==> config.mk <==
export PLATFORM = sky130hd
export DESIGN_NAME = gemm_tile_sequencer
export DESIGN_NICKNAME = d
export VERILOG_FILES = /design/src/rtl/gemm_tile_sequencer.sv
export SDC_FILE = /design/constraint.sdc
export NUM_CORES = 1
export LEC_CHECK = 0
export CORE_UTILIZATION = 55
export CTS_BUF_LIST = sky130_fd_sc_hd__clkbuf_8
export DETAILED_ROUTE_END_ITERATION = 8
export PLACE_DENSITY = 0.74
export SYNTH_ARGS = -nofsm -noshare
export SYNTH_HDL_FRONTEND = slang
export SYNTH_SLANG_ARGS = --single-unit
export TNS_END_PERCENT = 10
==> constraint.sdc <==
create_clock -name clk -period 7.63 [get_ports clk]
set_input_delay 1.526 -clock clk [delete_from_list [all_inputs] [get_ports clk]]
set_output_delay 1.526 -clock clk [all_outputs]
set_load 0.01 [all_outputs]
==> src/rtl/gemm_tile_sequencer.sv <==
// GEMM tile sequencer: row-major operand issue, tag delay line matched to the
// inner-product pipeline, and a credit-protected result FIFO with valid/ready output.
module gemm_tile_sequencer #(
  parameter int unsigned IDX_W      = 8,
  parameter int unsigned DATA_WIDTH = 32,
  parameter int unsigned PIPE_LAT   = 5,
  parameter int unsigned FIFO_DEPTH = 8
) (
  input  logic                  clk,
  input  logic                  rst,
  input  logic                  start,
  input  logic [IDX_W-1:0]      cfg_m,
  input  logic [IDX_W-1:0]      cfg_n,
  output logic                  busy,
  output logic                  done,
  output logic                  rd_en,
  output logic [IDX_W-1:0]      rd_row,
  output logic [IDX_W-1:0]      rd_col,
  input  logic [DATA_WIDTH-1:0] ipu_data_in,
  output logic                  res_valid,
  input  logic                  res_ready,
  output logic [DATA_WIDTH-1:0] res_data,
  output logic [IDX_W-1:0]      res_row,
  output logic [IDX_W-1:0]      res_col
);

  localparam int unsigned PTR_W = (FIFO_DEPTH > 1) ? $clog2(FIFO_DEPTH) : 1;
  localparam int unsigned CNT_W = $clog2(FIFO_DEPTH + 1);
  localparam int unsigned SUM_W = CNT_W + 1;

  typedef enum logic [1:0] {IDLE, RUN, DRAIN, DONE} state_t;

  typedef struct packed {
    logic [IDX_W-1:0] row;
    logic [IDX_W-1:0] col;
  } tag_t;

  typedef struct packed {
    logic [IDX_W-1:0]      row;
    logic [IDX_W-1:0]      col;
    logic [DATA_WIDTH-1:0] data;
  } res_t;

  state_t state, state_nxt;

  logic [IDX_W-1:0] m_q, n_q;
  logic [IDX_W-1:0] row_nxt, col_nxt;
  logic             rd_en_nxt, busy_nxt, done_nxt;
  logic             last_col, last_issue, credit_nxt;

  logic [CNT_W-1:0] inflight, inflight_nxt;
  logic [CNT_W-1:0] fifo_count, fifo_count_nxt;
  logic             fifo_wr, fifo_rd;

  logic [PIPE_LAT-1:0] dl_vld;
  tag_t                dl_tag [PIPE_LAT];

  res_t             mem [FIFO_DEPTH];
  logic [PTR_W-1:0] wr_ptr, rd_ptr, rd_ptr_nxt;
  res_t             wr_entry, head_nxt, res_q;

  assign fifo_wr = dl_vld[PIPE_LAT-1];
  assign fifo_rd = res_valid & res_ready;

  assign last_col   = (rd_col == n_q - IDX_W'(1));
  assign last_issue = rd_en & last_col & (rd_row == m_q - IDX_W'(1));

  // Outstanding work (in pipeline plus buffered) must stay within FIFO capacity.
  assign inflight_nxt   = inflight + CNT_W'(rd_en) - CNT_W'(fifo_wr);
  assign fifo_count_nxt = fifo_count + CNT_W'(fifo_wr) - CNT_W'(fifo_rd);
  assign credit_nxt     = (SUM_W'(inflight_nxt) + SUM_W'(fifo_count_nxt)) < SUM_W'(FIFO_DEPTH);

  // Next state, next issue index and next registered control outputs.
  always_comb begin
    state_nxt = state;
    row_nxt   = rd_row;
    col_nxt   = rd_col;
    rd_en_nxt = 1'b0;
    busy_nxt  = 1'b0;
    done_nxt  = 1'b0;

    case (state)
      IDLE: begin
        if (start) begin
          row_nxt   = '0;
          col_nxt   = '0;
          state_nxt = (cfg_m == '0 || cfg_n == '0) ? DONE : RUN;
        end
      end
      RUN: begin
        if (last_issue) state_nxt = DRAIN;
      end
      DRAIN: begin
        if (fifo_rd && inflight == '0 && fifo_count == CNT_W'(1)) state_nxt = DONE;
      end
      DONE:    state_nxt = IDLE;
      default: state_nxt = IDLE;
    endcase

    // Column is the inner loop; the index holds on the final issue.
    if (state == RUN && rd_en && !last_issue) begin
      if (last_col) begin
        col_nxt = '0;
        row_nxt = rd_row + IDX_W'(1);
      end else begin
        col_nxt = rd_col + IDX_W'(1);
      end
    end

    rd_en_nxt = (state_nxt == RUN) && !last_issue && credit_nxt;
    busy_nxt  = (state_nxt != IDLE);
    done_nxt  = (state_nxt == DONE);
  end

  // FSM state and registered control outputs.
  always_ff @(posedge clk or negedge rst) begin
    if (!rst) begin
      state  <= IDLE;
      busy   <= 1'b0;
      done   <= 1'b0;
      rd_en  <= 1'b0;
      rd_row <= '0;
      rd_col <= '0;
      m_q    <= '0;
      n_q    <= '0;
    end else begin
      state  <= state_nxt;
      busy   <= busy_nxt;
      done   <= done_nxt;
      rd_en  <= rd_en_nxt;
      rd_row <= row_nxt;
      rd_col <= col_nxt;
      if (state == IDLE && start) begin
        m_q <= cfg_m;
        n_q <= cfg_n;
      end
    end
  end

  // Tag delay line aligned with the inner-product pipeline latency.
  always_ff @(posedge clk or negedge rst) begin
    if (!rst) begin
      dl_vld <= '0;
      for (int unsigned k = 0; k < PIPE_LAT; k++) dl_tag[k] <= '0;
    end else begin
      dl_vld[0]     <= rd_en;
      dl_tag[0].row <= rd_row;
      dl_tag[0].col <= rd_col;
      for (int unsigned k = 1; k < PIPE_LAT; k++) begin
        dl_vld[k] <= dl_vld[k-1];
        dl_tag[k] <= dl_tag[k-1];
      end
    end
  end

  // Head of queue for the next cycle; bypass covers a write into an emptying FIFO.
  always_comb begin
    wr_entry.row  = dl_tag[PIPE_LAT-1].row;
    wr_entry.col  = dl_tag[PIPE_LAT-1].col;
    wr_entry.data = ipu_data_in;
    rd_ptr_nxt    = rd_ptr + PTR_W'(fifo_rd);
    head_nxt      = (fifo_wr && (wr_ptr == rd_ptr_nxt)) ? wr_entry : mem[rd_ptr_nxt];
  end

  always_ff @(posedge clk) begin
    if (fifo_wr) mem[wr_ptr] <= wr_entry;
  end

  always_ff @(posedge clk or negedge rst) begin
    if (!rst) begin
      wr_ptr     <= '0;
      rd_ptr     <= '0;
      fifo_count <= '0;
      inflight   <= '0;
      res_valid  <= 1'b0;
      res_q      <= '0;
    end else begin
      wr_ptr     <= wr_ptr + PTR_W'(fifo_wr);
      rd_ptr     <= rd_ptr_nxt;
      fifo_count <= fifo_count_nxt;
      inflight   <= inflight_nxt;
      res_valid  <= (fifo_count_nxt != '0);
      if (fifo_count_nxt != '0) res_q <= head_nxt;
    end
  end

  assign res_data = res_q.data;
  assign res_row  = res_q.row;
  assign res_col  = res_q.col;

  no_overflow: assert property (@(posedge clk) disable iff (!rst)
    !(fifo_wr && !fifo_rd && fifo_count == CNT_W'(FIFO_DEPTH)));

endmodule

# After elaboration in Yosys (flattened, before gate mapping)
# Memory sizes are Yosys's and may differ from the RTL's. A register that Yosys moved wholly into a read port is not among the register bits.
# Index checks and enable logic that the tools add are counted.
[op_classes]
bitwise = 3
multipliers = 0
div_mod_pow = 0
n_eq_ne = 8
add_sub_neg = 11
magnitude_cmp = 1
mux = 15
n_shift = 0
n_reduce_logical = 19
[op_table]
columns = ["cell", "count"]
rows = [
  ["8-bit 2-to-1 mux", 8],
  ["8-bit by 1-bit adder with 8-bit output (second input constant)", 2],
  ["8-bit == test", 2],
  ["8-bit logical NOT", 2],
  ["8-bit by 1-bit subtractor with 8-bit output (second input constant)", 2],
  ["4-bit by 1-bit adder with 4-bit output", 2],
  ["2-bit 2-to-1 mux", 4],
  ["2-bit one-hot mux with 4 select lines", 1],
  ["4-bit by 1-bit subtractor with 4-bit output", 2],
  ["1-bit logical AND", 7],
  ["3-bit by 1-bit adder with 3-bit output", 2],
  ["2-bit == test (second input constant)", 3],
  ["2-bit nonzero test", 3],
  ["4-bit by 4-bit adder with 5-bit output", 1],
  ["5-bit by 4-bit less-than comparator with 1-bit output (second input constant)", 1],
  ["2-bit by 1-bit == test with 1-bit output (second input constant)", 2],
  ["4-bit by 1-bit == test with 1-bit output (second input constant)", 1],
  ["4-bit logical NOT", 1],
  ["4-bit nonzero test", 1],
  ["1-bit bitwise AND", 3],
  ["1-bit logical NOT", 2],
  ["2-bit logical NOT", 1],
  ["1-bit 2-to-1 mux", 2],
  ["2-bit AND reduction", 1],
  ["1-bit logical OR", 1],
]
[word_totals]
mem_bits_rw = 384
mem_bits_ro = 0
ff_bits = 137
latch_bits = 0
memories = 1
elab_cells = 82
out_inout_bits = 68
[mem_list]
columns = ["memory", "words", "word_bits", "read_ports", "rd_clocked_by_memory_dff", "wr", "line_no", "rtl"]
rows = [
  ["mem", 8, 48, 1, 1, 1, "58", "res_t mem [FIFO_DEPTH];"],
]

# Longest topological paths before layout
# Gate-level depths: netlist (run 1).
[depth]
ltp_word = 9
mapped_depth = 12
mapped_depth_nobuf = 10

# Worst setup path after synthesis (run 1)
# Ideal clock, no wire load.
[synth_path]
kind = "register -> register"
from = "reg wr_ptr[0]"
to = "mem mem[0][0] in the netlist's numbering (enable)"
slack_ns = 3.247
path_buffers = 0
arrival_ns = 3.870
setup_time_ns = 0.513
required_time_ns = 7.117
path_stages_with_launch = 3
period_less_slack_ns = 4.383
path_cell_list = "dfrtp_1 nand2b_1 nor3_1"
[synth_lines]
columns = ["element", "line_no", "rtl"]
rows = [
  ["start, declared", "59", "logic [PTR_W-1:0] wr_ptr, rd_ptr, rd_ptr_nxt;"],
  ["start signal, assigned", "178", "wr_ptr <= wr_ptr + PTR_W'(fifo_wr);"],
  ["end, declared", "58", ""],
]
# No word-level cell before the write port.

# Worst setup path in the final report (run 1)
[layout_path]
from = "in res_ready"
to = "reg, netlist name res_data[18]"
[layout_lines]
columns = ["element", "line_no", "rtl"]
rows = [
  ["start, declared", "21", "input logic res_ready,"],
  ["1-bit bitwise AND", "63", "assign fifo_rd = res_valid & res_ready;"],
  ["3-bit by 1-bit adder with 3-bit output", "161", "rd_ptr_nxt = rd_ptr + PTR_W'(fifo_rd);"],
  ["named net rd_ptr_nxt[1]", "59", ""],
]
# The timed path passes the listed nets, and every way through them passes these cells.
# A chain may end at the register's enable or synchronous reset.

==> flow_metrics.py, run 1 <==
metrics = {
    "min_path": {
        "hold_depth": 0,
        "hold_start": "dl_tag[54]",
        "hold_path_class": "reg2reg",
        "holdPathEnd": "dl_tag[38]",
    },
    "clock_tree": {
        "clock_latency_ns": 0.65,
        "cts_setup_buffers": 0,
        "cts.htree.levels": 3,
        "cts.reportedPaths.clkPinSlew_ns": 0.06,
        "cts_buffers": 89,
        "cts_tree": "built",
        "cts-root-buf": "clkbuf_8",
        "cts_hold_buf": 0,
        "cts.path.max_buffers": 3,
        "cts_resized": 0,
        "clock-sinks": 569,
    },
    "sta": {
        "maxSlewViolCount": 0,
        "fin_crit_sh": 0.5663,
        "slew-limit-headroom": 0.2869,
        "setup_violations": 0,
        "fin_crit_ns": 4.321,
        "final_hold_viol_count": 0,
        "fmax_mhz": 231.4,
        "tightest_slew_ns": 1.070,
        "tns_ns": 0,
        "rsz0062_at_grt": "no",
        "finalClockSkew_ns": 0.03780,
    },
    "die": {
        "start_util": 0.5597,
        "die_h_microns": 200.8,
        "placementRows": 72,
        "die_area_sq_mm": 0.04031,
        "pin_count": 120,
        "core_sq_mm": 0.03883,
        "die_x_microns": 200.8,
    },
    "final_layout": {
        "regArea_sq_mm": 0.01616,
        "drive_gt1_frac": 0.1693,
        "diodes": 0,
        "nFillCells": 2640,
        "multi_input_area_sq_mm": 0.005370,
        "nNetsFinal": 1498,
        "postLayoutCellArea_sq_mm": 0.02533,
        "area_delta_synth_final_pct": 16.58,
    },
    "yosys": {
        "ys_seq_elements": 569,
        "yosys_warnings": 0,
        "synth_edf_count": 384,
        "synth-async-reset-ratio": 0.3251,
        "synth_cell_types": 55,
        "synth_seq_area_share": 0.7437,
        "synth_nets": 1328,
        "syn_avg_cell_area_sq_um": 17.34,
        "syn_inst": 1253,
        "synth_ff_type": "edfxtp_1",
        "mappedNetlistArea_sq_mm": 0.02173,
    },
    "critical_path": {
        "r2r-start": "res_valid",
        "worstReg2RegEnd": "res_data[18]",
        "rrSetupSlack_ns": 4.22,
        "crit_fanout": 52,
        "arrival_ns": 4.78,
        "endpoint_kind": "flop",
        "cp.required_ns": 8.09,
        "critPathMaxStageDelay_ns": 0.75,
        "cp-start-kind": "primary input",
        "timing_worst_setup_path_type": "in2reg",
        "cp_slowest_cell": "ha_4",
        "crit_chain": "clkdlybuf4s50_1 -> and2_1 -> ha_4 -> ha_4 -> buf_4 -> mux4_2 -> mux2i_1 -> nand2_1 -> o21ai_0 -> o21ai_0",
        "rr_worst_depth": 9,
    },
    "placed_design": {
        "hpwl_mm": 22.18,
        "place.gp.congestion": 0.7542,
        "port_buffers": 119,
        "placed_area_sq_mm": 0.02360,
    },
    "route": {
        "drt_iter0_drc": 667,
        "wl_mm": 41.21,
        "dr.pass1.iters": 5,
        "vias": 11350,
        "drtAntennaViolNets": 0,
        "via_per_inst": 5.626,
        "wire_per_inst_microns": 20.42,
        "drc": 0,
    },
    "power": {
        "p_leak_nw": 9.534,
        "ir_worst_vdd_uv": 245.8,
        "p_sw_mw": 2.934,
        "clkPwrFrac": 0.258,
        "p_int_mw": 6.462,
        "combPwrFrac": 0.330,
        "switching_share": 0.3123,
        "p_per_area_mw_per_mm2": 370.9,
        "seqPwrFrac": 0.412,
    },
    "global_route": {
        "grt_usage": 0.2128,
        "grt-ovfl-total": 0,
        "grt_pass1_vias": 11960,
        "grt_pass1_wl_mm": 65.70,
        "grt_start_max_net_pins": 98,
        "antenna_found_initial": 0,
    },
    "run_status": {
        "status": "complete, no violations",
    },
    "job": {
        "cap_violations": 0,
    },
}
-- per-layer routing --
layer  up-vias  wire length, microns  GRT usage
li1       5136                     -          -
met4         0                   626    0.06216
met1      5844                 17390     0.2875
met3        53                  2376    0.04448
met5         -                     0          0
met2       321                 20820     0.3532
-- cells in the final DEF, fill, tap and decap left out, types with 15 or more instances in the layout --
cell and instances:
ha_1 19, xor2_1 15, dfrtp_1 185, clkbuf_8 103, buf_4 17, mux4_2 96, o21ai_0 112, edfxtp_1 384
mux2i_1 53, clkdlybuf4s50_1 118, nand2_1 167, inv_1 67
-- through the flow --
step	util	hold slack, ns	power, mW	worst slack (ns)	instances
finish	0.6525	0.3343	9.396	3.309	2018
global route	0.6525	0.3481	9.959	3.093	2018
CTS	0.6525	0.3392	9.530	3.322	2018
detailed placement	0.6077	0.3347	7.094	2.660	1850
global placement	0.6077	0.3314	7.002	2.730	1850
floorplan	-	0.3312	6.105	3.247	1253
-- state kept, by name, summed over array words and instances, names as in the netlist, 2 cells and up --
signal / flops
res_data: 32
rd_col: 8
dl_vld: 5
res_col: 8
n_q: 8
rd_ptr: 3
fifo_count: 4
wr_ptr: 3
inflight: 4
mem: 384
m_q: 8
state: 2
res_row: 8
rd_row: 8
dl_tag: 80
-- critical path, delay by kind of cell --
kind / cells / cell delay [ns]
AOI/OAI and AO/OA: 2 / 0.24
adders and majority gates: 2 / 0.95
buffers and inverters: 2 / 1.11
muxes: 2 / 0.60
and+or+nand+nor: 2 / 0.31
-- power groups by stage --
stage / combinational (mW) / clock [mW] / sequential, mW
6_report: 3.10 / 2.42 / 3.87
5_1_grt: 3.44 / 2.61 / 3.91
4_1_cts: 3.17 / 2.48 / 3.88
3_5_place_dp: 3.16 / 0 / 3.93
3_3_place_gp: 3.08 / 0 / 3.92
2_1_floorplan: 2.17 / 0 / 3.93
-- cell usage after synthesis (all sizes together) (2+ instances only) --
library cell | n | area (sq um)
xor2 | 16 | 140.1
a311oi | 2 | 17.52
a21oi | 6 | 30.03
fa | 2 | 40.04
or2 | 4 | 25.02
a2111oi | 5 | 43.79
a31o | 6 | 52.55
mux4 | 96 | 2162
o21ba | 2 | 20.02
ha | 21 | 262.8
o21ai | 112 | 560.5
a21o | 2 | 15.01
clkbuf | 41 | 153.9
and2 | 7 | 43.80
a211oi | 2 | 20.02
dfrtp | 185 | 4629
nand3 | 12 | 65.06
xnor2 | 13 | 113.9
a221oi | 2 | 35.04
o211ai | 5 | 37.54
mux2i | 53 | 530.5
nor4 | 8 | 50.05
nand2 | 167 | 626.9
and3 | 4 | 26.28
edfxtp | 384 | 11530
a31oi | 2 | 12.51
a41oi | 3 | 26.28
inv | 20 | 75.07
or3 | 3 | 23.77
nor3 | 10 | 50.05
nand2b | 9 | 56.30
nor2 | 19 | 71.32
buf | 17 | 76.32
-- worst max-delay path by stage --
stage / slack [ns] / startpoint / to / cells after the start
after global routing: 3.09 / res_ready / res_data[30] / 9
after detailed placement: 2.66 / res_ready / res_data[18] / 10
after CTS: 3.32 / res_ready / res_data[18] / 10
after floorplan: 3.25 / wr_ptr[0] / mem[0][0] / 2
after global placement: 2.73 / res_ready / res_data[18] / 10
final: 3.31 / res_ready / res_data[18] / 10
-- area by class of cell --
| class | instances | area share |
|---|---|---|
| multi-input combinational | 606 | 0.2120 |
| tap | 518 | 0.02558 |
| timing repair buffer | 137 | 0.05299 |
| inverter | 20 | 0.002963 |
| sequential | 569 | 0.6379 |
| clock buffer | 102 | 0.05541 |
| clock inverter | 66 | 0.01319 |
-- cells by family (layout without fill, tap and decap cells) --
family | count (synthesis) | count (layout) | share of synthesized area
buf+inv | 78 | 325 | 0.01405
flops | 569 | 569 | 0.7437
simple gates | 249 | 249 | 0.04981
mux | 149 | 149 | 0.1239
xor+xnor | 29 | 29 | 0.01169
compound gates | 156 | 156 | 0.04295
fa+ha+maj | 23 | 23 | 0.01393
(Power assumes the default switching activity.)
==> run 2: changes to the inputs <==
Settings changed: PLACE_DENSITY 0.74 to 0.77.
Clock period 7.63 ns to 3.6 ns, I/O delays scaled along.
==> run 2 against run 1 <==
Compared with the run above:
- die area did not move
- combinational power increased by 120%
- clock power grew 100%
- non-clock buffer count up 19
- clock-buffer cell count is 5 lower
- sequential share of layout area decreased by 0.57 points
- clock skew is 0.0066 ns lower
- hold slack got worse by 0.19 ns
- power is 110% higher
- critical path depth shrank 4
- wire length rose by 2.7%
- worst setup slack worse by 2.5 ns
- highest routed layer unchanged
==> flow_metrics.py, run 2 (synthesis gave the netlist of run 1 again) <==
metrics = {
    "final_layout": {
        "final_cell_mix": "384 x edfxtp_1, 185 x dfrtp_1, 167 x nand2_1, 118 x clkdlybuf4s50_1, 112 x o21ai_0",
        "area_delta_synth_final_pct": 17.64,
        "largest_register_ffs": 384,
        "mostFrequentLayoutCell": "edfxtp_1",
        "final_cell_count_no_fill": 2031,
        "drive_gt1_frac": 0.1798,
        "diodes": 0,
        "nNetsFinal": 1515,
        "top_register": "mem",
    },
    "die": {
        "core_sq_mm": 0.03883,
        "die_area_sq_mm": 0.04031,
        "die_h_microns": 200.8,
        "pin_count": 120,
        "die_x_microns": 200.8,
        "start_util": 0.5597,
        "placementRows": 72,
    },
    "route": {
        "via_per_inst": 5.690,
        "drt_iter0_drc": 809,
        "wl_mm": 42.33,
        "wire_per_inst_microns": 20.84,
        "drtAntennaViolNets": 0,
        "dr.pass1.iters": 5,
        "vias": 11560,
        "drc": 0,
    },
    "placed_design": {
        "hpwl_mm": 24.50,
        "placedCellCount": 1869,
        "place.gp.congestion": 0.7737,
        "place_ws_ns": 0.1556,
        "port_buffers": 119,
    },
    "clock_tree": {
        "cts.path.max_buffers": 3,
        "cts.htree.levels": 3,
        "cts-root-buf": "clkbuf_8",
        "cts_resized": 0,
        "cts.reportedPaths.clkPinSlew_ns": 0.06,
        "cts_hold_buf": 0,
        "clock_latency_ns": 0.63,
        "cts_tree": "built",
        "cts_setup_buffers": 0,
        "cts_buffers": 87,
        "clock-sinks": 569,
    },
    "power": {
        "p_sw_mw": 6.327,
        "clkPwrFrac": 0.245,
        "seqPwrFrac": 0.410,
        "p_int_mw": 13.75,
        "power_mw": 20.08,
        "combPwrFrac": 0.345,
        "p_per_area_mw_per_mm2": 785.5,
        "switching_share": 0.3151,
        "p_leak_nw": 9.574,
        "ir_worst_vdd_uv": 661.0,
    },
    "critical_path": {
        "worstSetupStartpoint": "n_q[2]",
        "rr_worst_depth": 6,
        "r2r-start": "n_q[2]",
        "timing_worst_setup_path_type": "reg2reg",
        "endpoint": "rd_row[4]",
        "cp-start-kind": "flop",
        "endpoint_kind": "flop",
        "cp.required_ns": 4.12,
        "arrival_ns": 3.34,
        "crit_fanout": 8,
        "rrSetupSlack_ns": 0.77,
        "worstReg2RegEnd": "rd_row[4]",
    },
    "sta": {
        "fin_hold_ws_ns": 0.1467,
        "rsz0062_at_grt": "no",
        "slew-limit-headroom": 0.3585,
        "fin_crit_sh": 0.7849,
        "setup_slack_ns": 0.7742,
        "final_hold_viol_count": 0,
        "maxSlewViolCount": 0,
        "finalClockSkew_ns": 0.03119,
        "fin_crit_ns": 2.826,
        "tns_ns": 0,
        "setup_violations": 0,
        "tightest_slew_ns": 0.9599,
        "fmax_mhz": 353.9,
    },
    "min_path": {
        "hold_path_class": "in2async",
    },
    "global_route": {
        "grt_usage": 0.2196,
        "grt_start_max_net_pins": 84,
        "grt-ovfl-total": 0,
        "antenna_found_initial": 0,
        "grt_pass1_vias": 12330,
        "grt_pass1_wl_mm": 67.63,
    },
    "run_status": {
        "status": "complete, no violations",
    },
    "job": {
        "cap_violations": 0,
    },
}
-- run 2: worst min-delay path by stage --
stage	end	startpoint	cells after the start	slack, ns
after floorplan	dl_tag[0]	dl_tag[16]	0	0.33
after global placement	dl_tag[58]	dl_tag[74]	0	0.33
after detailed placement	dl_tag[13]	dl_tag[29]	0	0.33
after CTS	res_data[6]	rst	1	0.15
after global routing	res_data[6]	rst	1	0.18
final	res_data[6]	rst	1	0.15
-- run 2: worst max-delay path, stage by stage (launching register included) --
cell and delay, ns:
dfrtp_1 0.42, or4_1 0.54, or3_4 0.36, a221oi_4 0.35, nand3_2 0.20, or3_1 0.59
a31o_1 0.27
-- run 2: stage by stage --
step,utilization,instance area (sq um)
6_report,0.6584,25560
5_1_grt,0.6584,25560
4_1_cts,0.6584,25560
3_5_place_dp,0.6159,23910
3_3_place_gp,0.6159,23910
2_1_floorplan,-,21730
-- run 2: area by class of cell --
cell class	instances	area (sq um)
multi-input combinational	606	5370
timing repair buffer	156	1660
sequential	569	16160
clock inverter	65	315.3
fill	2543	13260
inverter	20	75.07
clock buffer	97	1335
tap	518	648.1
-- run 2: routing by layer --
metal,GRT usage,vias to the layer above,part of all wire
met5,0,-,0
met3,0.04286,56,0.058
met2,0.3657,378,0.51
met1,0.2998,5946,0.42
met4,0.05971,0,0.015
li1,-,5176,-
-- run 2: power groups by stage --
| stage | registers, mW | logic [mW] | clock network, mW |
|---|---|---|---|
| finish | 8.23 | 6.93 | 4.93 |
| global route | 8.31 | 7.64 | 5.33 |
| global placement | 8.32 | 6.77 | 0 |
| CTS | 8.23 | 7.03 | 5.04 |
| floorplan | 8.33 | 4.61 | 0 |
| detailed placement | 8.35 | 6.99 | 0 |
==> run 3: changes to the inputs <==
Clock period 3.6 ns to 2.5 ns, I/O delays scaled along.
==> run 3 against run 2 <==
Compared with the run above:
- the run now ends with setup timing left
- wire length increased by 6.0%
- non-clock buffer count increased by 78
- combinational power increased by 82%
- core utilization increased by 3.2 points
- sequential share of layout area decreased by 2.9 points
- clock power increased by 53%
- register-to-register slack got worse by 0.85 ns
- clock skew decreased by 0.0069 ns
- power increased by 59%
- critical path depth increased by 8
- via count increased by 3.4%
- largest cell class unchanged
==> flow_metrics.py, run 3 (synthesis gave the netlist of run 1 again) <==
metrics = {
    "clock_tree": {
        "clock-sinks": 569,
        "cts_tree": "built",
        "cts_buffers": 87,
        "cts-root-buf": "clkbuf_8",
        "cts.reportedPaths.clkPinSlew_ns": 0.06,
        "cts.htree.levels": 3,
        "clock_latency_ns": 0.62,
        "cts.path.max_buffers": 3,
    },
    "critical_path": {
        "cp-start-kind": "flop",
        "crit_fanout": 11,
        "cp.required_ns": 3.04,
        "timing_worst_setup_path_type": "reg2reg",
        "endpoint_kind": "flop",
        "arrival_ns": 3.11,
    },
    "placed_design": {
        "place.gp.congestion": 0.8018,
        "port_buffers": 119,
        "placedCellCount": 1922,
        "hpwl_mm": 25.40,
    },
    "global_route": {
        "antenna_found_initial": 0,
        "grt_start_max_net_pins": 64,
        "grt-ovfl-total": 0,
        "grt_usage": 0.2274,
        "grt_pass1_vias": 12680,
        "grt_pass1_wl_mm": 70.04,
    },
    "run_status": {
        "violations": "setup timing",
        "status": "finished, violations left",
    },
    "min_path": {
        "hold_path_class": "reg2reg",
    },
    "die": {
        "die_h_microns": 200.8,
        "start_util": 0.5597,
        "placementRows": 72,
        "core_sq_mm": 0.03883,
        "die_x_microns": 200.8,
        "die_area_sq_mm": 0.04031,
        "pin_count": 120,
    },
    "sta": {
        "slew-limit-headroom": 0.5732,
        "fmax_mhz": 387.8,
        "fin_crit_ns": 2.579,
        "maxSlewViolCount": 0,
        "final_hold_viol_count": 0,
        "tightest_slew_ns": 0.6386,
        "setup_violations": 42,
        "rsz0062_at_grt": "yes",
        "finalClockSkew_ns": 0.02429,
        "fin_crit_sh": 1.031,
        "setup_slack_ns": -0.07852,
    },
    "power": {
        "p_leak_nw": 10.22,
        "p_per_area_mw_per_mm2": 1192,
        "ir_worst_vdd_uv": 715.9,
    },
    "route": {
        "wl_mm": 44.86,
        "vias": 11950,
        "dr.pass1.iters": 5,
        "drtAntennaViolNets": 0,
        "drt_iter0_drc": 734,
        "drc": 0,
        "via_per_inst": 5.662,
        "wire_per_inst_microns": 21.26,
    },
    "final_layout": {
        "final_cell_mix": "384 x edfxtp_1, 185 x dfrtp_1, 159 x nand2_1, 118 x clkdlybuf4s50_1, 109 x clkbuf_8",
        "mostFrequentLayoutCell": "edfxtp_1",
        "area_delta_synth_final_pct": 23.40,
        "largest_register_ffs": 384,
        "drive_gt1_frac": 0.2487,
        "regArea_sq_mm": 0.01616,
        "final_core_util": 0.6906,
        "nFillCells": 2386,
        "nNetsFinal": 1593,
        "diodes": 0,
        "top_register": "mem",
        "final_cell_count_no_fill": 2110,
        "multi_input_area_sq_mm": 0.005579,
    },
    "job": {
        "cap_violations": 0,
    },
}
[run 3: cell types whose count changed in the layout (fill, tap and decap cells not counted), moves of 6 or more]
cell | before | now
o21ai_0 | 112 | 83
clkbuf_8 | 98 | 109
buf_12 | 15 | 37
o21ai_1 | 0 | 20
nand2_2 | 0 | 6
o21ai_2 | 0 | 9
clkinv_1 | 21 | 5
buf_4 | 22 | 72
nand2_1 | 167 | 159
[run 3: layout make-up]
type / instances / area share
Clock buffer: 108 / 0.05543
Clock inverter: 55 / 0.01045
Inverter: 20 / 0.002893
Sequential cell: 569 / 0.6027
Multi-Input combinational cell: 606 / 0.2081
Timing Repair Buffer: 234 / 0.09635
Tap cell: 518 / 0.02417
[run 3: power breakdown]
group	leakage [nW]	switching (mW)	internal, mW	total [mW]
Sequential	5.91	0.662	11.1	11.8
Clock	1.05	3.44	4.11	7.54
Combinational	3.26	5.99	6.62	12.6
[run 3: routing by layer]
metal | global-route usage | vias to the layer above | wire length (microns)
li1 | - | 5327 | -
met1 | 0.3136 | 6153 | 19000
met2 | 0.3713 | 403 | 22440
met3 | 0.04091 | 63 | 2600
met4 | 0.07579 | 0 | 826
met5 | 0 | - | 0
[run 3: worst max-delay path, stage by stage, from the launching register on]
cell       delay, ns
dfrtp_1         0.43
inv_1           0.12
ha_4            0.14
inv_2           0.04
ha_1            0.27
a21o_1          0.19
a21oi_2         0.20
xor2_2          0.11
buf_4           0.15
nor4_4          0.22
buf_6           0.21
buf_12          0.12
clkbuf_16       0.16
nand2_1         0.05
o21ai_1         0.07
[run 3: through the flow]
stage	TNS [ns]	hold slack, ns	power, mW	worst slack, ns	instance area [sq um]
after floorplan	-254.61	0.2044	18.63	-0.6947	21740
after detailed placement	-31.18	0.3347	23.07	-0.6476	24500
final	-1.617	0.3415	31.96	-0.07852	26820
after global routing	-7.154	0.3479	33.64	-0.1948	26820
after CTS	-0.02722	0.3461	31.39	-0.02378	26560
after global placement	-29.03	0.3313	22.66	-0.5802	24500
[run 3: path summary, 6_finish.rpt]
check / slack [ns] / cells past startpoint / startpoint / to
setup / recovery: -0.08 / 14 / dl_vld[4] / res_col[6]
hold / removal: 0.34 / 0 / dl_tag[22] / dl_tag[6]
setup reg to reg: -0.08 / 14 / dl_vld[4] / res_col[6]
hold reg to reg: 0.34 / 0 / dl_tag[22] / dl_tag[6]
max in group asynchronous: 1.28 / 3 / rst / res_col[3]
min in group asynchronous: 0.48 / 2 / rst / res_data[12]
[run 3: what timing repair did]
item                                    4_1_cts  5_1_grt
cloned                                        2        3
pin swaps                                     9       19
setup buffers                                13        8
endpoints found under the setup margin       64       68
endpoints found under the hold margin        60        0
hold buffers                                  1        0
gates resized for setup                      23       60
